`src/rtl/cfg_serializer.sv`:
```
`default_nettype none
// ============================================================================
//  Module   : cfg_serializer
//  Purpose  : Parameterised parallel-to-serial converter. A WIDTH-bit word is
//             loaded through a valid/busy handshake and a runtime-selected
//             number of its low bits is shifted out, LSB- or MSB-first, one
//             bit per SER_EN strobe (the baud tick).
//  Macro    : SER_PARITY_EN - when defined, an optional parity bit (even/odd,
//             covering only the frame bits) is appended after the data bits.
//             When undefined, PAR_EN/PAR_TYP are ignored and frames are
//             exactly LEN bits long.
//  Ports    :
//    CLK        in   1       system clock, posedge
//    RST        in   1       asynchronous active-low reset
//    P_DATA     in   WIDTH   parallel word; frame = low LEN bits
//    DATA_VALID in   1       load request, accepted only while BUSY=0
//    CFG_LEN    in   CNT_W   frame length; 0 or >WIDTH means WIDTH
//    MSB_FIRST  in   1       0: bit0 first, 1: bit LEN-1 first
//    SER_EN     in   1       shift strobe, ignored while idle
//    PAR_EN     in   1       append parity bit (parity build only)
//    PAR_TYP    in   1       0 even, 1 odd (parity build only)
//    SER_DATA   out  1       registered serial bit
//    SER_DONE   out  1       one-clock pulse with the last bit of a frame
//    BUSY       out  1       frame in progress, loads blocked
//  Revision : 1.0 - initial release
// ============================================================================
module cfg_serializer #(
   parameter int   WIDTH      = 8,
   parameter logic IDLE_LEVEL = 1'b0,
   localparam int  CNT_W      = $clog2(WIDTH + 1)
) (
   input  logic             CLK,
   input  logic             RST,
   input  logic [WIDTH-1:0] P_DATA,
   input  logic             DATA_VALID,
   input  logic [CNT_W-1:0] CFG_LEN,
   input  logic             MSB_FIRST,
   input  logic             SER_EN,
   input  logic             PAR_EN,
   input  logic             PAR_TYP,
   output logic             SER_DATA,
   output logic             SER_DONE,
   output logic             BUSY
);

`ifdef SER_PARITY_EN
   typedef enum logic [1:0] {
      ST_IDLE   = 2'd0,
      ST_SHIFT  = 2'd1,
      ST_PARITY = 2'd2
   } state_t;
`else
   typedef enum logic [1:0] {
      ST_IDLE   = 2'd0,
      ST_SHIFT  = 2'd1
   } state_t;
`endif

   localparam logic [CNT_W-1:0] C_FULL_LEN = CNT_W'(WIDTH);

   state_t             state_q, state_d;
   logic [WIDTH-1:0]   data_q,  data_d;
   logic [CNT_W-1:0]   len_q,   len_d;
   logic               msb_q,   msb_d;
   logic [CNT_W-1:0]   cnt_q,   cnt_d;
   logic               ser_q,   ser_d;
   logic               done_q,  done_d;
   logic               busy_q,  busy_d;

   logic [CNT_W-1:0]   w_len_clamped;
   logic [CNT_W-1:0]   w_cnt_inc;
   logic [CNT_W-1:0]   w_bit_idx;
   logic [WIDTH-1:0]   w_shifted;
   logic               w_frame_bit;
   logic               w_last_bit;

   // Out-of-range lengths fall back to a full word, decided once at load.
   assign w_len_clamped = ((CFG_LEN == '0) || (CFG_LEN > C_FULL_LEN)) ? C_FULL_LEN : CFG_LEN;

   assign w_cnt_inc  = cnt_q + CNT_W'(1);
   assign w_last_bit = (w_cnt_inc == len_q);

   // cnt_q counts bits already emitted; MSB-first walks down from LEN-1.
   assign w_bit_idx   = msb_q ? (len_q - CNT_W'(1) - cnt_q) : cnt_q;
   assign w_shifted   = data_q >> w_bit_idx;
   assign w_frame_bit = w_shifted[0];

`ifdef SER_PARITY_EN
   logic               par_en_q,  par_en_d;
   logic               par_typ_q, par_typ_d;
   logic [WIDTH-1:0]   w_len_mask;
   logic               w_parity;

   // Shifting by a full WIDTH yields zero, so the mask is all ones then.
   assign w_len_mask = ~({WIDTH{1'b1}} << len_q);
   assign w_parity   = (^(data_q & w_len_mask)) ^ par_typ_q;
`else
   logic               w_unused_par;
   assign w_unused_par = PAR_EN ^ PAR_TYP;
`endif

   always_ff @(posedge CLK or negedge RST) begin
      if (!RST) begin
         state_q <= ST_IDLE;
         data_q  <= '0;
         len_q   <= '0;
         msb_q   <= 1'b0;
         cnt_q   <= '0;
         ser_q   <= IDLE_LEVEL;
         done_q  <= 1'b0;
         busy_q  <= 1'b0;
      end else begin
         state_q <= state_d;
         data_q  <= data_d;
         len_q   <= len_d;
         msb_q   <= msb_d;
         cnt_q   <= cnt_d;
         ser_q   <= ser_d;
         done_q  <= done_d;
         busy_q  <= busy_d;
      end
   end

`ifdef SER_PARITY_EN
   always_ff @(posedge CLK or negedge RST) begin
      if (!RST) begin
         par_en_q  <= 1'b0;
         par_typ_q <= 1'b0;
      end else begin
         par_en_q  <= par_en_d;
         par_typ_q <= par_typ_d;
      end
   end
`endif

   always_comb begin
      state_d = state_q;
      data_d  = data_q;
      len_d   = len_q;
      msb_d   = msb_q;
      cnt_d   = cnt_q;
      ser_d   = ser_q;
      done_d  = 1'b0;          // pulse: high only on the edge that ends a frame
      busy_d  = busy_q;
`ifdef SER_PARITY_EN
      par_en_d  = par_en_q;
      par_typ_d = par_typ_q;
`endif

      case (state_q)
         ST_IDLE: begin
            // Load edge leaves SER_DATA alone; first bit follows on a later strobe.
            if (DATA_VALID) begin
               data_d  = P_DATA;
               len_d   = w_len_clamped;
               msb_d   = MSB_FIRST;
               cnt_d   = '0;
               busy_d  = 1'b1;
               state_d = ST_SHIFT;
`ifdef SER_PARITY_EN
               par_en_d  = PAR_EN;
               par_typ_d = PAR_TYP;
`endif
            end
         end

         ST_SHIFT: begin
            if (SER_EN) begin
               ser_d = w_frame_bit;
               cnt_d = w_cnt_inc;
               if (w_last_bit) begin
`ifdef SER_PARITY_EN
                  if (par_en_q) begin
                     state_d = ST_PARITY;
                  end else begin
                     done_d  = 1'b1;
                     busy_d  = 1'b0;
                     state_d = ST_IDLE;
                  end
`else
                  done_d  = 1'b1;
                  busy_d  = 1'b0;
                  state_d = ST_IDLE;
`endif
               end
            end
         end

`ifdef SER_PARITY_EN
         ST_PARITY: begin
            if (SER_EN) begin
               ser_d   = w_parity;
               done_d  = 1'b1;
               busy_d  = 1'b0;
               state_d = ST_IDLE;
            end
         end
`endif

         default: begin
            state_d = ST_IDLE;
            busy_d  = 1'b0;
         end
      endcase
   end

   assign SER_DATA = ser_q;
   assign SER_DONE = done_q;
   assign BUSY     = busy_q;

endmodule
`default_nettype wire

```
`config.mk`:
```
export PLATFORM = sky130hd
export DESIGN_NAME = cfg_serializer
export DESIGN_NICKNAME = d
export VERILOG_FILES = /design/src/rtl/cfg_serializer.sv
export SDC_FILE = /design/constraint.sdc
export NUM_CORES = 1
export LEC_CHECK = 0
export CORE_MARGIN = 8
export CORE_UTILIZATION = 50
export DETAILED_ROUTE_END_ITERATION = 8
export PLACE_DENSITY = 0.86
export RECOVER_POWER = 100
export SLEW_MARGIN = 25
export SYNTH_ARGS = -nofsm -noshare
export SYNTH_HDL_FRONTEND = slang
export SYNTH_SLANG_ARGS = --single-unit
```
`constraint.sdc`:
```
create_clock -name CLK -period 2.6 [get_ports CLK]
set_input_delay 0.26 -clock CLK [delete_from_list [all_inputs] [get_ports CLK]]
set_output_delay 0.26 -clock CLK [all_outputs]
set_load 0.05 [all_outputs]
```
==> results.md, run 1 <==
- Of the total power, the share spent switching nets is roughly two fifths.
- The area of the die is 3960 um^2.
- Internal power comes to just under 1000 uW.
- The synthesized-area fraction occupied by adder cells is about 6.4%.
- The power density over the cells is around 1300 nW/um^2.
- The count of boundary I/O pins is 22.
- The signed area change from the synthesized netlist to the final layout is 21.8%.
- The number of iterations in the first detailed-routing pass is 4.
- Of the total synthesized cell area, the portion taken by XOR and XNOR cells is approximately 6.4%.
- Setup violations remaining at the end of the flow were counted as 0.
- The vertical die dimension is roughly 63 um.
- The signal on the critical path passes through inv_1, ha_1, inv_1, fa_1, nand2b_1, o22ai_2, o21ai_1, a311oi_1, a21oi_1, o31ai_2.
- The main combinational cell family by area after synthesis is multiplexers.
- In this run the number of H-tree levels came out at 1.
- Across the VDD grid, the largest voltage drop is 0.573 mV.
- The die is roughly 63 um wide.
- Clock-pin slew was measured on the worst setup and hold paths at ~0.11 ns.
- In this run the worst path has a maximum fanout of 7.
- The number of sinks handled by clock tree synthesis is 20.
- In this run the remaining antenna-violating nets after routing total 0.
- Sequential cells account for between 30 and 40% of the total power.
- The clock passes through at most 2 buffers.
- The post-synthesis instance area is about 1100 um^2.
- The kind of cell with the highest combined delay along the critical path is compound AO/OA/AOI/OAI gates.
- The worst endpoint required time is around 2.8 ns.
- Per report_power, the combinational group accounts for a little over half of the total.
- Clock tree synthesis inserted a total of 3 buffers.
- After floorplanning, the core was divided into 17 placement rows.
- The sequential-to-total area share from yosys stat is 45.4%.
- The clock network accounts for about a tenth of the total power.
- The total number of vias is a little over 800.
- The simple-gate area share of the yosys netlist is 12.5%.
- The worst register-to-register path has a setup slack of around 0.17 ns.
- For the pin with the worst max-slew slack, the measured transition is just under 0.9 ns.
- The final sum of negative setup slack is 0 ns.
- Entering global routing, the biggest net connects 21 pins.
- The count of hold buffers inserted by post-cts repair is 0.
- Counting flops and latches in the post-synthesis netlist gives 20.
- The fraction of layout instances using a drive strength above 1 is between 10% and 20%.
- The layout has 180 filler cells.
- The half-perimeter wire length after placement is 1720 um.
- Routability-driven placement finished with a final weighted congestion of a little over 0.8.
- The synthesized netlist cell count is between 100 and 150.
- The peak per-stage delay on the critical path is just over 0.5 ns.
- The largest individual stage delay along the critical path comes from the cell sky130_fd_sc_hd__dfrtp_1.
- The number of nets in the layout is between 100 and 150.
- The routed via count divided by cell count is 5.49.
- The endpoint kind of the worst setup timing path is a register.
- The worst max-slew margin expressed relative to the limit is between 40% and 50%.
- The number of buffers added on ports is 19.
- The cell seen most often among critical-path stages is sky130_fd_sc_hd__inv_1.
- Summed over all cells, the static leakage comes to between 0.0005 and 0.0006 uW.
- The core area is roughly 2100 um^2.
- The final worst-path cycle share is approximately 94%.
- The number of warnings printed during yosys synthesis is 0.
- After global routing the overflow that remains totals 0.
- The synthesized netlist devotes roughly an eighth of its cell area to compound gates.
- The clock tree from TritonCTS is done.
- The class of the tightest hold or removal check is register to register.
- The library cell used most frequently in the layout, excluding fill and tap cells, is sky130_fd_sc_hd__dfrtp_1.
- The net switching component of the power is between 700 and 800 uW.
- The average cell area after synthesis is 10.8 um^2.
- The total setup buffers inserted after CTS is 0.
- Summed over all layers, the routed wires come to 2190 um.
- For the final database, setup skew stands at about 0.0013 ns.
- The global routing usage summed across all routing layers is about an eighth.
- The via count of the first global-routing pass is around 870.
- The clock latency on the worst-skew pair is ~0.3 ns.
- Setup repair after global routing left no endpoint under its margin.
- Max-cap violations in this run came to 0.
- The final count of hold timing violations came to 0.
- The number of cells in the design after placement is about 150.
- The number of buffers and inverters on the critical path is 2.
- The initial utilization of the core area, before any placement, comes to around 51%.
- The clock root buffer master is sky130_fd_sc_hd__clkbuf_4.
- The post-route minimum period is approximately 2.4 ns.
- The flow ran to the end, and the final reports show no timing, DRC or antenna violations.
- The endpoint arrival time on the critical path is approximately 2.7 ns.
- The initial antenna violation count was 0.
- The total DRC errors in the routed layout is 0.
- The repair_antennas step left the layout with diodes totalling 0.
- Derived from the worst setup path, the maximum achievable clock frequency is about 0.4 GHz.
- Dividing the detail-routed wire length by the instance count gives 14.6 um.
- The first routing iteration left 20 violations.
- The library cells used most frequently in the layout, excluding fill and tap cells, are 20 x sky130_fd_sc_hd__dfrtp_1, 15 x sky130_fd_sc_hd__clkdlybuf4s50_1, 8 x sky130_fd_sc_hd__nand2_1, 8 x sky130_fd_sc_hd__o21ai_0.
- The overall power of the completed layout is 1690 uW.
- STA classifies the critical path startpoint as a register.
- The total count of max-transition violations in the final report is 0.
- The multiplexer share of the synthesized area is between 10% and 20%.
- The number of different library cells used by synthesis comes to 31.
- Once layout is complete, the cells apart from fillers number 150.
- The number of instances resized during post-cts repair is 0.
- The global-route wire length before repair is roughly 3900 um.
- The net count after synthesis is between 100 and 150.
- The worst setup path is of the register to register kind.
## cell type report
type                    instances  area, um^2  area share (%)
multi-input cells              74         562            41.8
flip-flops and latches         20         500            37.3
repair buffers                 19         190            14.2
clock buffers                   4        36.3            2.70
well taps                      28        35.0            2.61
inverters                       5        18.8            1.40
## path summary, 6_finish.rpt
check / startpoint / endpoint / depth (start not counted)
worst min-delay path: SER_DATA$_DFFE_PN0P_ / SER_DATA$_DFFE_PN0P_ / 2
max in group asynchronous: RST / data_q[0]$_DFFE_PN0P_ / 1
worst max register to register: cnt_q[0]$_DFFE_PN0P_ / SER_DATA$_DFFE_PN0P_ / 10
worst max-delay path: cnt_q[0]$_DFFE_PN0P_ / SER_DATA$_DFFE_PN0P_ / 10
worst min register to register: SER_DATA$_DFFE_PN0P_ / SER_DATA$_DFFE_PN0P_ / 2
min in group asynchronous: RST / len_q[3]$_DFFE_PN0P_ / 1
## worst register-to-register path, delay by kind of cell, from the launching register on
kind	cells	cell delay [ns]
AOI/OAI and AO/OA	5	0.85
adders and majority gates	2	0.63
buffers and inverters	2	0.17
DFF	1	0.51
and+or+nand+nor	1	0.20
## layer usage
layer / share of wire [%] / vias to the layer above / global-route usage [%]
met5: 0 / - / 0
met3: 2.8 / 6 / 1.79
li1: - / 396 / -
met2: 52 / 17 / 20.2
met1: 41 / 404 / 13.1
met4: 3.9 / 0 / 10.8
## state kept, by name, indices dropped and copies added (netlist names)
name and flops:
len_q 4, SER_DATA 1, cnt_q 4, SER_DONE 1, data_q 8, msb_q 1
BUSY 1
## kinds of logic (layout without fill, tap and decap cells)
family / after synthesis / count (layout)
AO/OA/AOI/OAI: 19 / 19
XOR/XNOR: 8 / 8
multiplexers: 14 / 14
AND/OR/NAND/NOR: 28 / 28
adder cells (fa/ha/maj): 5 / 5
buffers and inverters: 8 / 28
flip-flops: 20 / 20
## synthesized netlist by cell type, drive strengths merged
master	number	area, um^2
o21ai	11	58.8
a311oi	1	8.76
and2	1	6.26
mux2	9	101
mux2i	5	53.8
dfrtp	20	500
o22ai	1	12.5
nand2b	5	31.3
or2b	1	8.76
nor3	1	5.00
nand3	3	15.0
nand2	8	30.0
buf	3	21.3
a21oi	2	10.0
inv	5	18.8
o2bb2ai	1	8.76
a21o	1	7.51
o31ai	1	12.5
a32o	1	10.0
or4	1	7.51
nor2	7	26.3
fa	1	20.0
nor3b	1	7.51
ha	4	50.1
xor2	3	26.3
xnor2	5	43.8
## power groups by stage
stage	registers [uW]	logic, uW	clock network, uW
2_1_floorplan	622	687	0
3_3_place_gp	607	847	0
3_5_place_dp	623	895	0
4_1_cts	614	907	189
5_1_grt	638	978	204
6_report	614	893	180
## through the flow
step	instance area (um^2)	hold slack, ns	utilization, %	setup WS, ns
2_1_floorplan	1100	-0.0356	-	0.497
3_3_place_gp	1310	0.468	60.8	0.368
3_5_place_dp	1310	0.478	60.8	0.222
4_1_cts	1340	0.464	62.5	0.189
5_1_grt	1340	0.516	62.5	0.0765
6_report	1340	0.490	62.5	0.168
Note: power is estimated with default switching activity, not from simulation.
==> run 2, diff against run 1 <==
CAP_MARGIN = 20   (was default)
PLACE_DENSITY = 0.88   (was 0.86)
==> run 2 against run 1 <==
- clock skew increased by 0.0075 ns
- highest routed layer unchanged
- clock power decreased by 23%
- sequential power decreased by 0.7%
- first-iteration DRC count decreased by 55%
- routed wire length decreased by 9.7%
- global-route usage decreased by 0.94 points
- largest power group unchanged
- utilization decreased by 0.64 points
- power decreased by 3.6%
==> results.md, run 2 (synthesis results as in run 1) <==
- The leakage power figure is 0.000572 uW (was 0.000579 uW).
- The slew at the pin with the worst max-slew slack is 0.861 ns (was 0.865 ns).
- The count of boundary I/O pins is 22 (unchanged).
- The total number of vias was 808 (was 823).
- The number of buffers created by CTS was 3 (unchanged).
- The commonest non-fill, non-tap cell in the layout was sky130_fd_sc_hd__dfrtp_1 (unchanged).
- The area of the die is 3960 um^2 (unchanged).
- The class of the tightest hold or removal check is register to register (unchanged).
- The worst max-slew margin expressed relative to the limit is 42.4% (was 42.1%).
- The sequential cell area is 500 um^2 (unchanged).
- The category of the worst setup path launch point is a register (unchanged).
- The global-route wire length before repair is 3780 um (was 3930 um).
- The final sum of negative setup slack was 0 ns (unchanged).
- The number of stages on the worst hold path came to 2 (unchanged).
- The total DRC errors in the routed layout is 0 (unchanged).
- The post-detailed-route count of antenna-violating nets is 0 (unchanged).
- The post-route minimum period is 2.37 ns (was 2.43 ns).
- The filler cell count was 175 (was 180).
- The core area is 2150 um^2 (unchanged).
- The worst reg-to-reg path cell count is 10 (unchanged).
- The number of levels the H-tree was split into was 1 (unchanged).
- The clock root buffer master is sky130_fd_sc_hd__clkbuf_4 (unchanged).
- The global routing usage summed across all routing layers was 11.2% (was 12.2%).
- The worst-case clock buffer depth is 2 (unchanged).
- The initial antenna violation count is 0 (unchanged).
- The endpoint kind of the worst setup timing path is a register (unchanged).
- Most frequent cells in the layout: 20 x sky130_fd_sc_hd__dfrtp_1, 15 x sky130_fd_sc_hd__clkdlybuf4s50_1, 8 x sky130_fd_sc_hd__nand2_1, 8 x sky130_fd_sc_hd__o21ai_0 (unchanged).
- The number of buffers added on ports is 19 (unchanged).
- The highest fanout seen on the critical path is 7 (unchanged).
- The cell seen most often among critical-path stages is sky130_fd_sc_hd__inv_1 (unchanged).
- The initial core utilization is 51.3% (unchanged).
- Unrepaired setup endpoints after global routing: false (unchanged).
- The peak per-stage delay on the critical path is 0.48 ns (was 0.51 ns).
- The site row count is 17 (unchanged).
- The maximum resistive drop on vdd is 0.626 mV (was 0.573 mV).
- The multi-input gate area in the final layout is 562 um^2 (unchanged).
- The power density over the cells was 1220 nW/um^2 (was 1260 nW/um^2).
- The number of sinks handled by clock tree synthesis is 20 (unchanged).
- The flip-flop count of the largest register after layout came to 8 (unchanged).
- The clock tree skew after final layout came to 0.00878 ns (was 0.00130 ns).
- The number of iterations in the first detailed-routing pass was 4 (unchanged).
- The total setup buffers inserted after CTS is 0 (unchanged).
- The count of hold buffers inserted by post-cts repair is 0 (unchanged).
- The signed area change from the synthesized netlist to the final layout was 20.5% (was 21.8%).
- Cell Chain, Critical Path: inv_1, ha_1, inv_1, fa_1, nand2b_1, o22ai_2, o21ai_1, a311oi_1, a21oi_1, o31ai_2 (unchanged).
- The overall power of the completed layout is 1630 uW (was 1690 uW).
- The endpoint arrival time on the critical path is 2.59 ns (was 2.66 ns).
- The half-perimeter wire length after placement came to 1620 um (was 1720 um).
- Outcome: finished, final reports clean (unchanged).
- The width of the die is 63.0 um (unchanged).
- The count of antenna diodes in the layout is 0 (unchanged).
- The final count of hold timing violations is 0 (unchanged).
- The type of the worst setup path is register to register (unchanged).
- The detailed-route wire length was 1980 um (was 2190 um).
- The vertical die dimension was 63.0 um (unchanged).
- The clock tree from TritonCTS is done (unchanged).
- The iteration-0 DRC count of the detailed router is 9 (was 20).
- The max-capacitance violation count was 0 (unchanged).
- The pin count of the biggest net entering global routing came to 21 (unchanged).
- The library cell contributing the largest single delay on the critical path is sky130_fd_sc_hd__dfrtp_1 (unchanged).
- The number of instances resized during post-cts repair was 0 (unchanged).
- The number of nets in the layout came to 147 (unchanged).
- The final worst-path cycle share is 91.3% (was 93.5%).
- Leading registers by flop count: data_q: 8 flops, cnt_q: 4 flops, len_q: 4 flops (unchanged).
- The number of setup violations in the final report is 0 (unchanged).
- The largest register by flop count is data_q (unchanged).
- The worst hold slack after final layout is 0.490 ns (about the same).
- The upper clock frequency limit is 0.421 GHz (was 0.411 GHz).
- The via count of the first global-routing pass was 893 (was 867).
- The clock-pin slew on the worst setup and hold paths came to 0.10 ns (was 0.11 ns).
- The fraction of layout instances using a drive strength above 1 came to 12.4% (was 13.1%).
- The global placement routability congestion is 0.845 (was 0.821).
- The total count of max-transition violations in the final report came to 0 (unchanged).
- The routed length per placed instance is 13.3 um (was 14.6 um).
- The global route total overflow is 0 (unchanged).
- The worst endpoint required time was 2.82 ns (about the same).
- The clock latency on the worst-skew pair is 0.29 ns (was 0.30 ns).
- The routed via count divided by cell count came to 5.42 (was 5.49).
[run 2: changes by cell type in the layout (fill, tap and decap cells not counted)]
cell,previous run,this run
sky130_fd_sc_hd__clkbuf_8,1,0
[run 2: final timing paths]
check                                           from                    to  slack, ns
worst min register to register  SER_DATA$_DFFE_PN0P_  SER_DATA$_DFFE_PN0P_       0.49
worst max-delay path            cnt_q[0]$_DFFE_PN0P_  SER_DATA$_DFFE_PN0P_       0.23
worst max register to register  cnt_q[0]$_DFFE_PN0P_  SER_DATA$_DFFE_PN0P_       0.23
max in group asynchronous                        RST  cnt_q[2]$_DFFE_PN0P_       1.55
worst min-delay path            SER_DATA$_DFFE_PN0P_  SER_DATA$_DFFE_PN0P_       0.49
min in group asynchronous                        RST  len_q[0]$_DFFE_PN0P_       0.51
[run 2: power by group]
part	total [uW]	internal, uW	switching (uW)	leakage, uW
logic	878	441	438	0.000311
registers	610	456	154	0.000248
clock network	138	53.9	83.9	0.0000138
[run 2: layout make-up]
class,instances,share of cell area (%)
clock buffer,3,1.69
inverter,5,1.41
multi-input combinational,74,42.3
sequential,20,37.7
tap,28,2.64
timing repair buffer,19,14.3
[run 2: metal layers]
metal	wire length [um]	share of wire, %	vias up	global-route usage, %
met3	49	2.5	6	1.08
met4	51	2.6	0	6.84
met5	0	0	-	0
met1	855	43	391	12.6
met2	1020	52	17	19.8
li1	-	-	394	-
[run 2: through the flow]
step,utilization (%),std cells,worst slack [ns],instance area (um^2)
3_3_place_gp,60.8,146,0.368,1310
6_report,61.9,149,0.226,1330
4_1_cts,61.9,149,0.246,1330
2_1_floorplan,-,102,0.497,1100
3_5_place_dp,60.8,146,0.262,1310
5_1_grt,61.9,149,0.0566,1330
[run 2: critical path: cells and delay by family, from the launching register on]
kind | cells | cell delay [ns]
AOI/OAI and AO/OA | 5 | 0.83
buffers and inverters | 2 | 0.16
adders and majority gates | 2 | 0.63
DFF | 1 | 0.48
and+or+nand+nor | 1 | 0.20
==> run 3, diff against run 2 <==
SKIP_CTS_REPAIR_TIMING = 1   (was default)
==> results of run 3 <==
No change in the layout: final DEF, timing and power equal those of run 2.
